File: src/rtl/mem_access_stage_pkg.sv
// Shared types for the MEM stage: writeback pipe register, access widths,
// FSM states and byte-lane helpers.
package mem_access_stage_pkg;

    typedef logic [31:0] BasicData;
    typedef logic [6:0]  RdCtrl;

    localparam int RD_WEN_BIT = 6;

    typedef enum logic [1:0] {
        MEM_BYTE = 2'd0,
        MEM_HALF = 2'd1,
        MEM_WORD = 2'd2
    } MemAccessWidth;

    typedef enum logic {
        MEM_IDLE = 1'b0,
        MEM_WAIT = 1'b1
    } MemStageState;

    typedef struct packed {
        logic     valid;
        BasicData pc;
        BasicData data;
        RdCtrl    rdCtrl;
        logic     busErr;
        logic     misalign;
    } WritebackStagePipeReg;

    // Reserved width code 3 behaves as a word access.
    function automatic logic [3:0] laneEnable(
        input logic [1:0] width,
        input logic [1:0] a
    );
        logic [3:0] be;
        case (width)
            MEM_BYTE: be = 4'b0001 << a;
            MEM_HALF: be = 4'b0011 << {a[1], 1'b0};
            default:  be = 4'hF;
        endcase
        return be;
    endfunction

    function automatic BasicData laneData(
        input logic [1:0] width,
        input BasicData   d
    );
        BasicData w;
        case (width)
            MEM_BYTE: w = {4{d[7:0]}};
            MEM_HALF: w = {2{d[15:0]}};
            default:  w = d;
        endcase
        return w;
    endfunction

endpackage

File: src/rtl/mem_access_stage_load_aligner.sv
// Load data alignment: shifts the raw read word down to the addressed
// lane, then sign- or zero-extends to 32 bits.
module load_aligner
    import mem_access_stage_pkg::*;
(
    input  logic [31:0] rdata,
    input  logic [1:0]  a,
    input  logic [1:0]  width,
    input  logic        uns,
    output logic [31:0] data
);

    logic [4:0] shamt;
    BasicData   shifted;

    always_comb begin
        shamt = 5'd0;
        case (width)
            MEM_BYTE: shamt = {a, 3'b000};
            MEM_HALF: shamt = {a[1], 4'b0000};
            default:  shamt = 5'd0;
        endcase
        shifted = rdata >> shamt;
        data = shifted;
        case (width)
            MEM_BYTE: data = uns ? {24'b0, shifted[7:0]}
                                 : {{24{shifted[7]}}, shifted[7:0]};
            MEM_HALF: data = uns ? {16'b0, shifted[15:0]}
                                 : {{16{shifted[15]}}, shifted[15:0]};
            default:  data = shifted;
        endcase
    end

endmodule

File: src/rtl/mem_access_stage.sv
// MEM stage: req/ack data-memory port, load alignment, front-pipe stall,
// writeback pipe register. Optional macro MISALIGN_TRAP_EN traps misaligned accesses.
module mem_access_stage
    import mem_access_stage_pkg::*;
#(
    parameter int TIMEOUT_CYCLES = 255
) (
    input  logic        clk,
    input  logic        rst,
    input  logic        in_valid,
    input  logic [31:0] in_pc,
    input  logic [31:0] in_alu_result,
    input  logic [31:0] in_wdata,
    input  logic [1:0]  in_width,
    input  logic        in_is_load,
    input  logic        in_is_store,
    input  logic        in_is_load_uns,
    input  logic [6:0]  in_rd_ctrl,
    output logic        dmem_req,
    output logic        dmem_we,
    output logic [31:0] dmem_addr,
    output logic [3:0]  dmem_be,
    output logic [31:0] dmem_wdata,
    input  logic        dmem_ack,
    input  logic [31:0] dmem_rdata,
    output logic        stall,
    output logic [31:0] bypass_mem_data,
    output logic        wb_valid,
    output logic [31:0] wb_pc,
    output logic [31:0] wb_data,
    output logic [6:0]  wb_rd_ctrl,
    output logic        wb_bus_err,
    output logic        wb_misalign
);

    localparam logic [7:0] TIMEOUT_LAST = 8'(TIMEOUT_CYCLES - 1);

    MemStageState         state;
    MemStageState         nextState;
    logic [7:0]           waitCnt;
    WritebackStagePipeReg wbReg;
    WritebackStagePipeReg wbNext;

    logic     memOp;
    logic     isWrite;
    logic     isRead;
    logic     misaligned;
    logic     req;
    logic     timeout;
    logic     done;
    BasicData loadData;

    assign memOp   = in_valid & (in_is_load | in_is_store);
    // A load+store encoding is handled as a store.
    assign isWrite = in_is_store;
    assign isRead  = in_is_load & ~in_is_store;

`ifdef MISALIGN_TRAP_EN
    always_comb begin
        misaligned = 1'b0;
        case (in_width)
            MEM_BYTE: misaligned = 1'b0;
            MEM_HALF: misaligned = in_alu_result[0];
            default:  misaligned = |in_alu_result[1:0];
        endcase
        misaligned = misaligned & memOp;
    end
`else
    assign misaligned = 1'b0;
`endif

    always_comb begin
        nextState = state;
        req       = 1'b0;
        timeout   = 1'b0;
        unique case (state)
            MEM_IDLE: begin
                req = memOp & ~misaligned;
                if (req & ~dmem_ack) nextState = MEM_WAIT;
            end
            MEM_WAIT: begin
                req     = 1'b1;
                timeout = ~dmem_ack & (waitCnt == TIMEOUT_LAST);
                if (dmem_ack | timeout) nextState = MEM_IDLE;
            end
            default: nextState = MEM_IDLE;
        endcase
        // Reset drops the request at once, even while inputs still show an op.
        if (rst) begin
            req     = 1'b0;
            timeout = 1'b0;
        end
    end

    assign done  = req & dmem_ack;
    assign stall = req & ~dmem_ack & ~timeout;

    assign dmem_req   = req;
    assign dmem_we    = req & isWrite;
    assign dmem_addr  = {in_alu_result[31:2], 2'b00};
    assign dmem_be    = req ? laneEnable(in_width, in_alu_result[1:0]) : 4'h0;
    assign dmem_wdata = laneData(in_width, in_wdata);

    load_aligner uAligner (
        .rdata (dmem_rdata),
        .a     (in_alu_result[1:0]),
        .width (in_width),
        .uns   (in_is_load_uns),
        .data  (loadData)
    );

    always_comb begin
        wbNext.valid    = in_valid;
        wbNext.pc       = in_pc;
        wbNext.data     = (isRead & done) ? loadData : in_alu_result;
        wbNext.rdCtrl   = in_rd_ctrl;
        wbNext.busErr   = timeout;
        wbNext.misalign = misaligned;
        if (timeout | misaligned) wbNext.rdCtrl[RD_WEN_BIT] = 1'b0;
    end

    always_ff @(posedge clk or posedge rst) begin
        if (rst) begin
            state   <= MEM_IDLE;
            waitCnt <= 8'd0;
        end else begin
            state <= nextState;
            if (state == MEM_WAIT && nextState == MEM_WAIT)
                waitCnt <= waitCnt + 8'd1;
            else
                waitCnt <= 8'd0;
        end
    end

    // Stalled edges insert a bubble but keep the last result for bypass.
    always_ff @(posedge clk or posedge rst) begin
        if (rst) begin
            wbReg <= '0;
        end else if (stall) begin
            wbReg.valid <= 1'b0;
        end else begin
            wbReg <= wbNext;
        end
    end

    assign wb_valid        = wbReg.valid;
    assign wb_pc           = wbReg.pc;
    assign wb_data         = wbReg.data;
    assign wb_rd_ctrl      = wbReg.rdCtrl;
    assign wb_bus_err      = wbReg.busErr;
    assign wb_misalign     = wbReg.misalign;
    assign bypass_mem_data = wbReg.data;

endmodule

File: config.mk
export PLATFORM = sky130hd
export DESIGN_NAME = mem_access_stage
export DESIGN_NICKNAME = d
export VERILOG_FILES = /design/src/rtl/mem_access_stage_pkg.sv /design/src/rtl/mem_access_stage_load_aligner.sv /design/src/rtl/mem_access_stage.sv
export SDC_FILE = /design/constraint.sdc
export NUM_CORES = 1
export LEC_CHECK = 0
export BUFFER_PORTS_ARGS = -buffer_cell sky130_fd_sc_hd__buf_2
export CELL_PAD_IN_SITES_DETAIL_PLACEMENT = 0
export CELL_PAD_IN_SITES_GLOBAL_PLACEMENT = 1
export CORE_MARGIN = 2
export CORE_UTILIZATION = 30
export DETAILED_ROUTE_END_ITERATION = 16
export PLACE_DENSITY_LB_ADDON = 0.1
export SKIP_LAST_GASP = 1
export SYNTH_ARGS = -nofsm -noshare
export SYNTH_HDL_FRONTEND = slang
export SYNTH_SLANG_ARGS = --single-unit
File: constraint.sdc
create_clock -name clk -period 7 [get_ports clk]
set_input_delay 1.75 -clock clk [delete_from_list [all_inputs] [get_ports clk]]
set_output_delay 1.75 -clock clk [all_outputs]
set_load 0.01 [all_outputs]
==> results of run 1 <==
[metal layers]
layer	wire, um	track usage (%)
met1	6600	22.2
met2	8420	32.8
met3	1260	4.02
met4	234	5.38
met5	0	0
[worst max path at each step]
stage | startpoint | end | slack [ns] | depth (start not counted)
floorplan | rst | stall | 0.38 | 5
global placement | rst | stall | 1.88 | 6
detailed placement | rst | stall | 1.82 | 6
CTS | rst | stall | 1.83 | 6
global route | rst | stall | 1.72 | 6
finish | in_width[0] | dmem_be[2] | 1.89 | 5
[flip-flops by register name (all words and copies together), names as in the netlist]
name,count
wb_pc,32
wb_valid,1
wb_bus_err,1
bypass_mem_data,32
waitCnt,8
state,1
wb_rd_ctrl,7
[kinds of logic (layout without fill, tap and decap cells)]
kind of cell               count (synthesis)  count (layout)
adders and majority gates                  2               2
DFF                                       82              82
AOI/OAI and AO/OA                         88              88
xor gates and xnor gates                   6               6
muxes                                     49              49
buffers and inverters                    111             344
other                                      1               3
and+or+nand+nor                          218             218
[layout by cell type, fill, tap and decap left out, types with 4 or more instances in the layout]
cell type,n
a21oi_1,23
a21oi_2,10
a221o_1,8
a22o_1,7
and2_1,4
buf_2,317
buf_4,4
clkbuf_16,9
dfrtp_1,82
inv_1,5
mux2_2,17
mux2i_1,26
mux4_2,6
nand2_1,158
nand2b_1,16
nor2_1,17
nor3_1,4
o21ai_0,20
o22ai_1,8
xor2_1,5
[stage by stage]
stage	util, %	cell area [um2]	hold WS (ns)	cells
final	39.8	6530	0.459	1012
after global routing	39.8	6530	0.481	1012
after CTS	39.8	6530	0.464	1012
after detailed placement	37.9	6220	0.451	996
after global placement	37.9	6220	0.445	996
after floorplan	-	5000	0.493	559
[tightest hold or removal path, cell delays in order, from the launching register on]
cell     delay, ns
dfrtp_1       0.33
nand2_1       0.05
nand2_1       0.05
[report_power, final]
group          switching [uW]  internal [uW]  leakage [uW]
Combinational             171            133       0.00236
Sequential               27.4            512      0.000984
Clock                     194            312      0.000153
Total                     392            957       0.00350
[area by class of cell]
cell class / count / area (um2)
inverter: 7 / 27.5
timing repair buffer: 321 / 1620
fill: 1723 / 9880
sequential: 82 / 2050
clock buffer: 11 / 233
tap: 220 / 275
clock inverter: 5 / 78.8
multi-input combinational: 366 / 2250
==> results list, run 1 <==
- Worst Tran Pin Value: roughly 0.98 ns
- Clock slew at reported path FFs: approximately 0.06 ns
- Number of flops mapped to enable cells by yosys: 0
- For the worst setup path, the data arrival time is 3.36 ns.
* Wirelength per Cell: between 15 and 20 um
* Layout cell share with drive strength beyond 1: between 40% and 50%
- Maximum net fanout on the critical path: 22
* Detailed-router iteration count before antenna repair: 4
- FF+latch count, synth: 82
* HPWL after DPL: 12900 um
- The critical path contains buffers and inverters numbering 2 combined.
* CTS buffer count: 9
- Clock Skews: ~0.0053 ns
* Cell at the slowest stage of the critical path: and2_1
- Adder-cell share of the synthesized area: less than 1%
* Endpoint kind of the worst setup timing path: output pin
* Insertion delay of the later-clocked pin in the worst-skew pair: between 0.3 and 0.4 ns
- Hold EP: wb_pc[20]$_DFFE_PP0N_
- The routed layout has approximately 4700 vias.
- Post-placement worst setup slack: roughly 1.8 ns
* Final count of pins violating max slew: 0
- Root buffer cell: clkbuf_16
- Power density of the placed cells: about 210 mW/mm2
* Async set-or-reset flop fraction in the synthesized netlist: 100%
- The final critical path takes up between 70% and 80% of the cycle.
* Maxcap violations: 0
* Dominant cells by area after synthesis: dfrtp_1 (41%), nand2_1 (12%), buf_4 (11%)
* Number of distinct standard cells referenced by the synthesized netlist: 49
* Peak supply drop: about 0.1 mV
- Drt via density: roughly 4.6
- On the worst path, the slowest cell contributes a delay of approximately 0.55 ns.
* Hold Path Class: register to register
- Wire length of the first global-routing pass: between 20000 and 30000 um
* Dominant synthesized flop cell: dfrtp_1
- After detailed routing, the number of remaining DRC violations is 0.
- The number of hold-slack violations in the final timing report was 0.
* Number of cells traversed by the worst hold path: 2
- Antenna diodes: 0
- Each instance of the synthesized netlist takes up on average approximately 9 um2.
- Total die area: roughly 0.018 mm2
- In this run the core area contains 47 standard-cell rows.
* Area Growth Syn to Fin: 30.8%
- The cell that appears most often on the critical path is buf_2.
- Chip Height: approximately 130 um
- R2r setup slk: 4.54 ns
- Wires add up to 16500 um.
- The completed layout was analyzed and its total power is ~1300 uW.
- For this design the static power due to leakage is about 0.0035 uW.
* Start of the worst register-to-register path: state$_DFF_PP0_
* Cell taking the most area after synthesis: dfrtp_1
- Largest net degree at the start of global routing: between 60 and 70
* Setup repair bufs after CTS: 0
- The floorplan step set the die width to between 100 and 150 um.
* DRT antenna net count: 0
- Across all setup checks in the final design, the least slack found is between 1.5 and 2 ns.
- Number of warning messages in the yosys log: 0
* Max-Slew Margin vs Limit: between 30% and 40%
* Startpoint kind of the worst setup timing path: input port
- Setup repair after global routing missed its margin: no
- Overall global routing resource usage: ~18%
* RePlAce Congestion: about 0.81
* Number of standard cells after synthesis: approximately 560
- H-tree levels: 3
* Fraction of the yosys area taken by sequential cells: 41.1%
- Initial antenna violation count: 0
- The via count of the first global-routing pass is roughly 4600.
* Cell family with most CP delay: simple AND/OR/NAND/NOR gates
- 321 I/O pins were placed.
- Of the post-synthesis cell area, the dominant cell type holds approximately two fifths.
- Top post-synthesis cells by count: nand2_1 (158), dfrtp_1 (82), buf_4 (74)
* WS Path Type: input port to output pin
- After floorplanning, the core was sized to cover 0.0164 mm2.
* Layout net count: about 930
- For this configuration, the core starts out at a cell density of a little under a third.
* Sink count of the clock tree: 82
- Cells resized by post-CTS repair: 0
- Cell Area, Synth: 0.00499 mm2
- Timing would allow up to 0.196 GHz.
* Worst min-delay path startpoint: wb_pc[20]$_DFFE_PP0N_
* Tmin final: between 5 and 6 ns
* Portion of netlist area occupied by mux cells: about an eighth
- Worst Path Required: between 5 and 6 ns
- Buffers inserted to repair hold after CTS numbered 0.
- Of the total synthesized cell area, the portion taken by AND, OR, NAND and NOR gates is 19.1%.
* Library cell with the highest instance count after synthesis: nand2_1
- Summing the areas of all xor and xnor instances in the mapped netlist gives 1.05% of the synthesized area.
- Summing the areas of all compound-gate instances in the mapped netlist gives between 10 and 15% of the synthesized area.
* Result of the run: finished, final reports clean
* Critical Path, Cell by Cell: buf_2 -> nor2_2 -> and2_1 -> a211oi_1 -> buf_2
- Terminus of the critical flop-to-flop path: bypass_mem_data[17]$_DFFE_PP0N_
- Summed over all failing endpoints, the final setup total negative slack is 0 ns.
- Dominant combinational cell family by area after synthesis: simple AND/OR/NAND/NOR gates
- Setup violations remaining at the end of the flow were counted as 0.
- Global routing finished with a remaining overflow of 0.
* Count of buffers from port buffering: 317
- Number of buffers on the longest clock path: 2
* Number of DRC violations after detailed-routing iteration 0: about 180
- Counting cells, the worst reg-to-reg path comes to 5.
- TritonCTS built the clock tree.
(Power assumes the default switching activity.)
==> run 2, diff against run 1 <==
Clock period 7 ns to 4.84 ns, I/O delays scaled along.
==> results list, run 2 (same netlist as run 1, synthesis figures left out) <==
- Io pins: about 320
- The floorplan step set the die width to roughly 130 um.
- In this run the vertical extent of the chip is about 130 um.
- Layout net count: approximately 930
- CTS buffer count: 9
- Setup repair after global routing left no endpoint under its margin.
* Max-Slew Margin vs Limit: ~28%
* Hold Path Class: register to register
- Total negative setup slack: 0 ns
* Highest clock rate: ~0.25 GHz
- For this block, the routed nets add up to approximately 17000 um of wire.
* Crit-path max cell delay: approximately 0.54 ns
- Pleak: around 0.0035 uW
- After routing the design area is about 0.0065 mm2.
- Initial antenna violation count: 1
* Detailed-router iteration count before antenna repair: 4
- Result of the run: finished, final reports clean
- Cell at the slowest stage of the critical path: and2_1
- Leaving out fill and tap cells, the most frequent cells in the layout are buf_2 (317), nand2_1 (158), dfrtp_1 (82).
- Routability-driven placement finished with a final weighted congestion of 0.808.
* Root buffer cell: clkbuf_16
- STA classifies the critical path startpoint as an input port.
* Largest net degree at the start of global routing: slightly above 80
- Detailed placement finished with a half-perimeter wire length of 13000 um.
* Cell mode on critical path: buf_2
- Dpl cells: about 1000
- Worst EP arrival: 2.77 ns
- Tmin final: 3.98 ns
- No sink is reached through more buffers than the 2 on the longest clock path.
* Placeable core region: 0.0164 mm2
- Leaving out filler cells and counting taps, the final layout contains just over 1000.
* Overall global routing resource usage: a little under a fifth
- DRT antenna net count: 0
- Number of DRC violations after detailed-routing iteration 0: around 190
- Setup violations remaining at the end of the flow were counted as 0.
- Total power for the finished layout comes to between 1500 and 2000 uW.
- Cells with a size suffix above 1 make up between 40% and 50% of the layout.
* Critical Path, Cell by Cell: buf_2 -> nor2_2 -> and2_1 -> a211oi_1 -> buf_2
- The number of setup buffers added after CTS is 0.
- In this run, post-CTS hold repair placed 0 buffers.
- Maxcap violations: 0
- Global routing finished with a remaining overflow of 0.
- Routed via count: between 4000 and 5000
- The worst setup path is captured at an output pin.
* Number of remaining DRC errors: 0
* Peak supply drop: around 0.15 mV
- Clock tree synthesis found a total of just over 80 sinks.
- For this configuration, the core starts out at a cell density of between 30% and 40%.
- Summing all placed instances gives a cell area of between 0.006 and 0.007 mm2.
* Clock tree from TritonCTS: built
* Row Count: 47
* Cells resized by post-CTS repair: 0
- Cell family with most CP delay: simple AND/OR/NAND/NOR gates
- Count of buffers from port buffering: around 320
* Worst Tran Pin Value: roughly 1.1 ns
- Clock Skews: approximately 0.0075 ns
* Drt via density: 4.56
* Power density of the placed cells: around 290 mW/mm2
- Clock-pin slew was measured on the worst setup and hold paths at approximately 0.06 ns.
* Insertion delay of the later-clocked pin in the worst-skew pair: roughly 0.34 ns
- The number of hold-slack violations in the final timing report came to 0.
* Final count of pins violating max slew: 0
* Wirelength per Cell: ~17 um
- H-tree levels: 3
* Most common library cell in the layout ignoring fill and taps: buf_2
- For this run, the share of the core covered by cells in the final layout is between 30% and 40%.
- The final critical path takes up 82.2% of the cycle.
- Maximum net fanout on the critical path: 22
- Compared with the post-synthesis result, the final layout area differs by 30.5%.
- Worst Path Required: around 3.6 ns
- The first global-routing pass estimated between 20000 and 30000 um of wire.
- The die covers about 0.018 mm2.
- WS Path Type: input port to output pin
* Critical path buffer and inverter count: 2
- Number of global-route vias before repair: roughly 4600
-- run 2: path summary, 6_finish.rpt --
path                            slack, ns                  start  cells after the start                               to
worst max register to register       2.37   waitCnt[0]$_DFF_PP0_                      8  bypass_mem_data[11]$_DFFE_PP0N_
min in group asynchronous            1.26                    rst                      3               wb_valid$_DFF_PP0_
worst max-delay path                 0.86            in_width[0]                      5                       dmem_be[2]
worst min-delay path                 0.46  wb_pc[25]$_DFFE_PP0N_                      2            wb_pc[25]$_DFFE_PP0N_
max in group asynchronous            2.86                    rst                      3  bypass_mem_data[27]$_DFFE_PP0N_
worst min register to register       0.46  wb_pc[25]$_DFFE_PP0N_                      2            wb_pc[25]$_DFFE_PP0N_
-- run 2: area by class of cell --
class	count	area (um2)
Tap cell	220	275
Sequential cell	82	2050
Antenna cell	1	2.50
Timing Repair Buffer	322	1620
Clock inverter	4	53.8
Fill cell	1750	9890
Inverter	7	30.0
Clock buffer	11	233
Multi-Input combinational cell	366	2250
-- run 2: report_power, final --
part / internal, uW / leakage, uW / total, uW / switching [uW]
Combinational: 192 / 0.00237 / 440 / 248
Clock: 398 / 0.000132 / 675 / 277
Sequential: 741 / 0.000984 / 781 / 40.3
-- run 2: stage by stage --
step	hold WS, ns	setup slack (ns)
detailed placement	0.450	0.811
CTS	0.465	0.804
finish	0.458	0.860
global route	0.473	0.704
global placement	0.446	0.879
floorplan	0.493	0.269
-- run 2: layer usage --
metal  global-route usage, %  vias up  share of wire, %
met5                       0        -                 0
met1                    21.3     2140                40
met4                    7.23        0               2.1
li1                        -     2255                 -
met2                    33.6      205                51
met3                    3.95       20               6.8
-- run 2: worst register-to-register path, stage by stage, from the launching register on --
cell	delay (ns)
dfrtp_1	0.44
inv_1	0.07
ha_1	0.20
and4_1	0.18
and2_1	0.16
or3_2	0.45
inv_2	0.08
buf_4	0.51
o21ai_0	0.24
==> run 3, diff against run 2 <==
Settings changed: CORE_UTILIZATION 30 to 27.
Clock period 4.84 ns to 3.4 ns, I/O delays scaled along.
==> results list, run 3 (same netlist as run 1, synthesis figures left out) <==
* Area Growth Syn to Fin: 33.4%
* Row Count: just under 50
- On the critical path, the stage with the largest delay is an instance of buf_2.
* Antenna diodes: 0
- In the final design database the tool counted 942 nets.
- Number of buffers on the longest clock path: 2
* Wire length of the first global-routing pass: around 27000 um
* Critical path buffer and inverter count: 3
- Top sig layer: met4
- Once the clock tree was built, the setup fixing pass inserted 0 buffers.
- Io pins: around 320
* Overall global routing resource usage: between 10% and 20%
* Highest clock rate: 0.337 GHz
- Clock latency on the worst-skew pair, taken at its later pin, is 0.35 ns.
* CTS buffer count: 9
* Internal portion of total power: 2010 uW
- DRT antenna net count: 0
* Filler cell count in the final layout: 1945
- The number of hold-slack violations in the final timing report is 0.
* Drt via density: between 4 and 5
- Leading cell types in the layout, fill and taps excluded: buf_2 (317), nand2_1 (158), dfrtp_1 (82)
- The via count of the first global-routing pass came to 4674.
- Combinational cells account for 22.4% of the total power.
* Met1 WL: between 7000 and 8000 um
- Worst EP arrival: 2.12 ns
- The worst setup path is launched from an input port.
- The worst path uses a little under 90% of the clock period.
- Hold Path Class: register to register
* Sequential cell fraction of total power: around 39%
* Overflow left after global routing: 0
* Detailed-router iteration count before antenna repair: 6
* Number of remaining DRC errors: 0
- Routed length on met3: 1120 um
- Tmin final: between 2 and 3 ns
- Chip Height: about 140 um
- The worst-case IR drop observed on VDD is roughly 0.21 mV.
- Summed over all cells, the static leakage comes to 0.00356 uW.
- Finished Core Util: 36.9%
* Critical Path, Cell by Cell: buf_2 -> nor2_2 -> and2_1 -> buf_4 -> a211oi_1 -> buf_2
* Largest net degree at the start of global routing: 65
* Worst Path Required: roughly 2.6 ns
* Routed wl met2: between 9000 and 10000 um
* H-tree levels: 3
- Layout cell share with drive strength beyond 1: about half
- Crit-path max cell delay: 0.31 ns
- The clock network burns approximately 39% of the power.
- The floorplan step defined a core boundary enclosing roughly 0.018 mm2.
* Power density of the placed cells: about 430 mW/mm2
* Final count of pins violating max slew: 0
- During placement, the flow inserted port buffers numbering approximately 320.
- Maxcap violations: 0
- Setup repair after global routing missed its margin: no
- After clock tree synthesis, the clock-pin slew on the worst setup and hold paths is 0.06 ns.
- Area of combinational cells with multiple inputs: between 0.002 and 0.0025 mm2
* Initial standard-cell utilization of the core: 27.7%
- RePlAce Congestion: a little over 0.8
* Initial antenna violation count: 0
* Endpoint kind of the worst setup timing path: output pin
- The worst setup path is of the input port to output pin kind.
- Clock tree from TritonCTS: built
* HPWL after DPL: about 14000 um
* Maximum net fanout on the critical path: 12
- In this run, post-CTS hold repair placed 0 buffers.
- Worst Tran Pin Value: approximately 0.86 ns
* Sink count of the clock tree: 82
* Cell mode on critical path: buf_2
- Result of the run: finished, final reports clean
- After detailed routing, the average wire length per cell comes to 17.4 um.
* Area taken by flip-flops and latches: around 0.0021 mm2
* Final WL: 18000 um
- The die covers between 0.015 and 0.02 mm2.
* Number of DRC violations after detailed-routing iteration 0: 160
- Worst hold-check slack: between 0.4 and 0.5 ns
* Routed via count: between 4000 and 5000
* Die width: 140 um
- The worst pin sits at a relative slew slack of a little over two fifths.
- For this design the total switching power over the nets is between 800 and 900 uW.
- Leaving out fill and tap cells, the most frequent cell in the layout is buf_2.
* Cell family with most CP delay: buffers and inverters
* Net switching fraction of the power: a little under a third
* Cells resized by post-CTS repair: 0
* # setup viols final: 0
* Clock Skews: about 0.0064 ns
- Root buffer cell: clkbuf_16
==> run 3: layout make-up <==
cell class                      count  share of cell area [%]
Tap cell                          229                    4.30
Inverter                            7                   0.451
Sequential cell                    82                    30.8
Timing Repair Buffer              330                    25.5
Multi-Input combinational cell    366                    33.9
Clock buffer                       10                    3.59
Clock inverter                      6                    1.47
==> run 3: stage by stage <==
step	total power, uW	TNS [ns]	cell area, um2	worst slack [ns]	instances
after floorplan	1520	-0.257	5020	-0.164	559
after global placement	1780	0	6320	0.452	1014
after detailed placement	1790	0	6320	0.419	1014
after CTS	2930	0	6660	0.410	1030
after global routing	3030	0	6660	0.334	1030
final	2880	0	6660	0.431	1030
==> run 3: worst min-delay path, stage by stage, from the launching register on <==
cell	delay [ns]
dfrtp_1	0.34
nand2_1	0.05
nand2_1	0.05
==> run 3: power groups by stage <==
| stage | Clock [uW] | Combinational [uW] | Sequential (uW) |
|---|---|---|---|
| after global routing | 1200 | 706 | 1120 |
| after floorplan | 0 | 364 | 1160 |
| after global placement | 0 | 654 | 1130 |
| after CTS | 1160 | 658 | 1110 |
| final | 1120 | 645 | 1110 |
| after detailed placement | 0 | 657 | 1130 |
==> run 3: path summary, 6_finish.rpt <==
kind / from / to / slack, ns / cells past startpoint
max reg2reg: waitCnt[0]$_DFF_PP0_ / bypass_mem_data[0]$_DFFE_PP0N_ / 0.88 / 9
min in group asynchronous: rst / wb_rd_ctrl[6]$_DFFE_PP0N_ / 0.72 / 3
max in group asynchronous: rst / waitCnt[5]$_DFF_PP0_ / 1.63 / 4
min reg2reg: wb_pc[31]$_DFFE_PP0N_ / wb_pc[31]$_DFFE_PP0N_ / 0.46 / 2
min: wb_pc[31]$_DFFE_PP0N_ / wb_pc[31]$_DFFE_PP0N_ / 0.46 / 2
max: in_width[0] / dmem_be[2] / 0.43 / 6
==> run 3: routing by layer <==
layer  vias up  global-route usage [%]
met3        12                    3.25
met1      2244                    22.1
met2       222                    31.4
met4         0                    5.68
li1       2278                       -
met5         -                       0
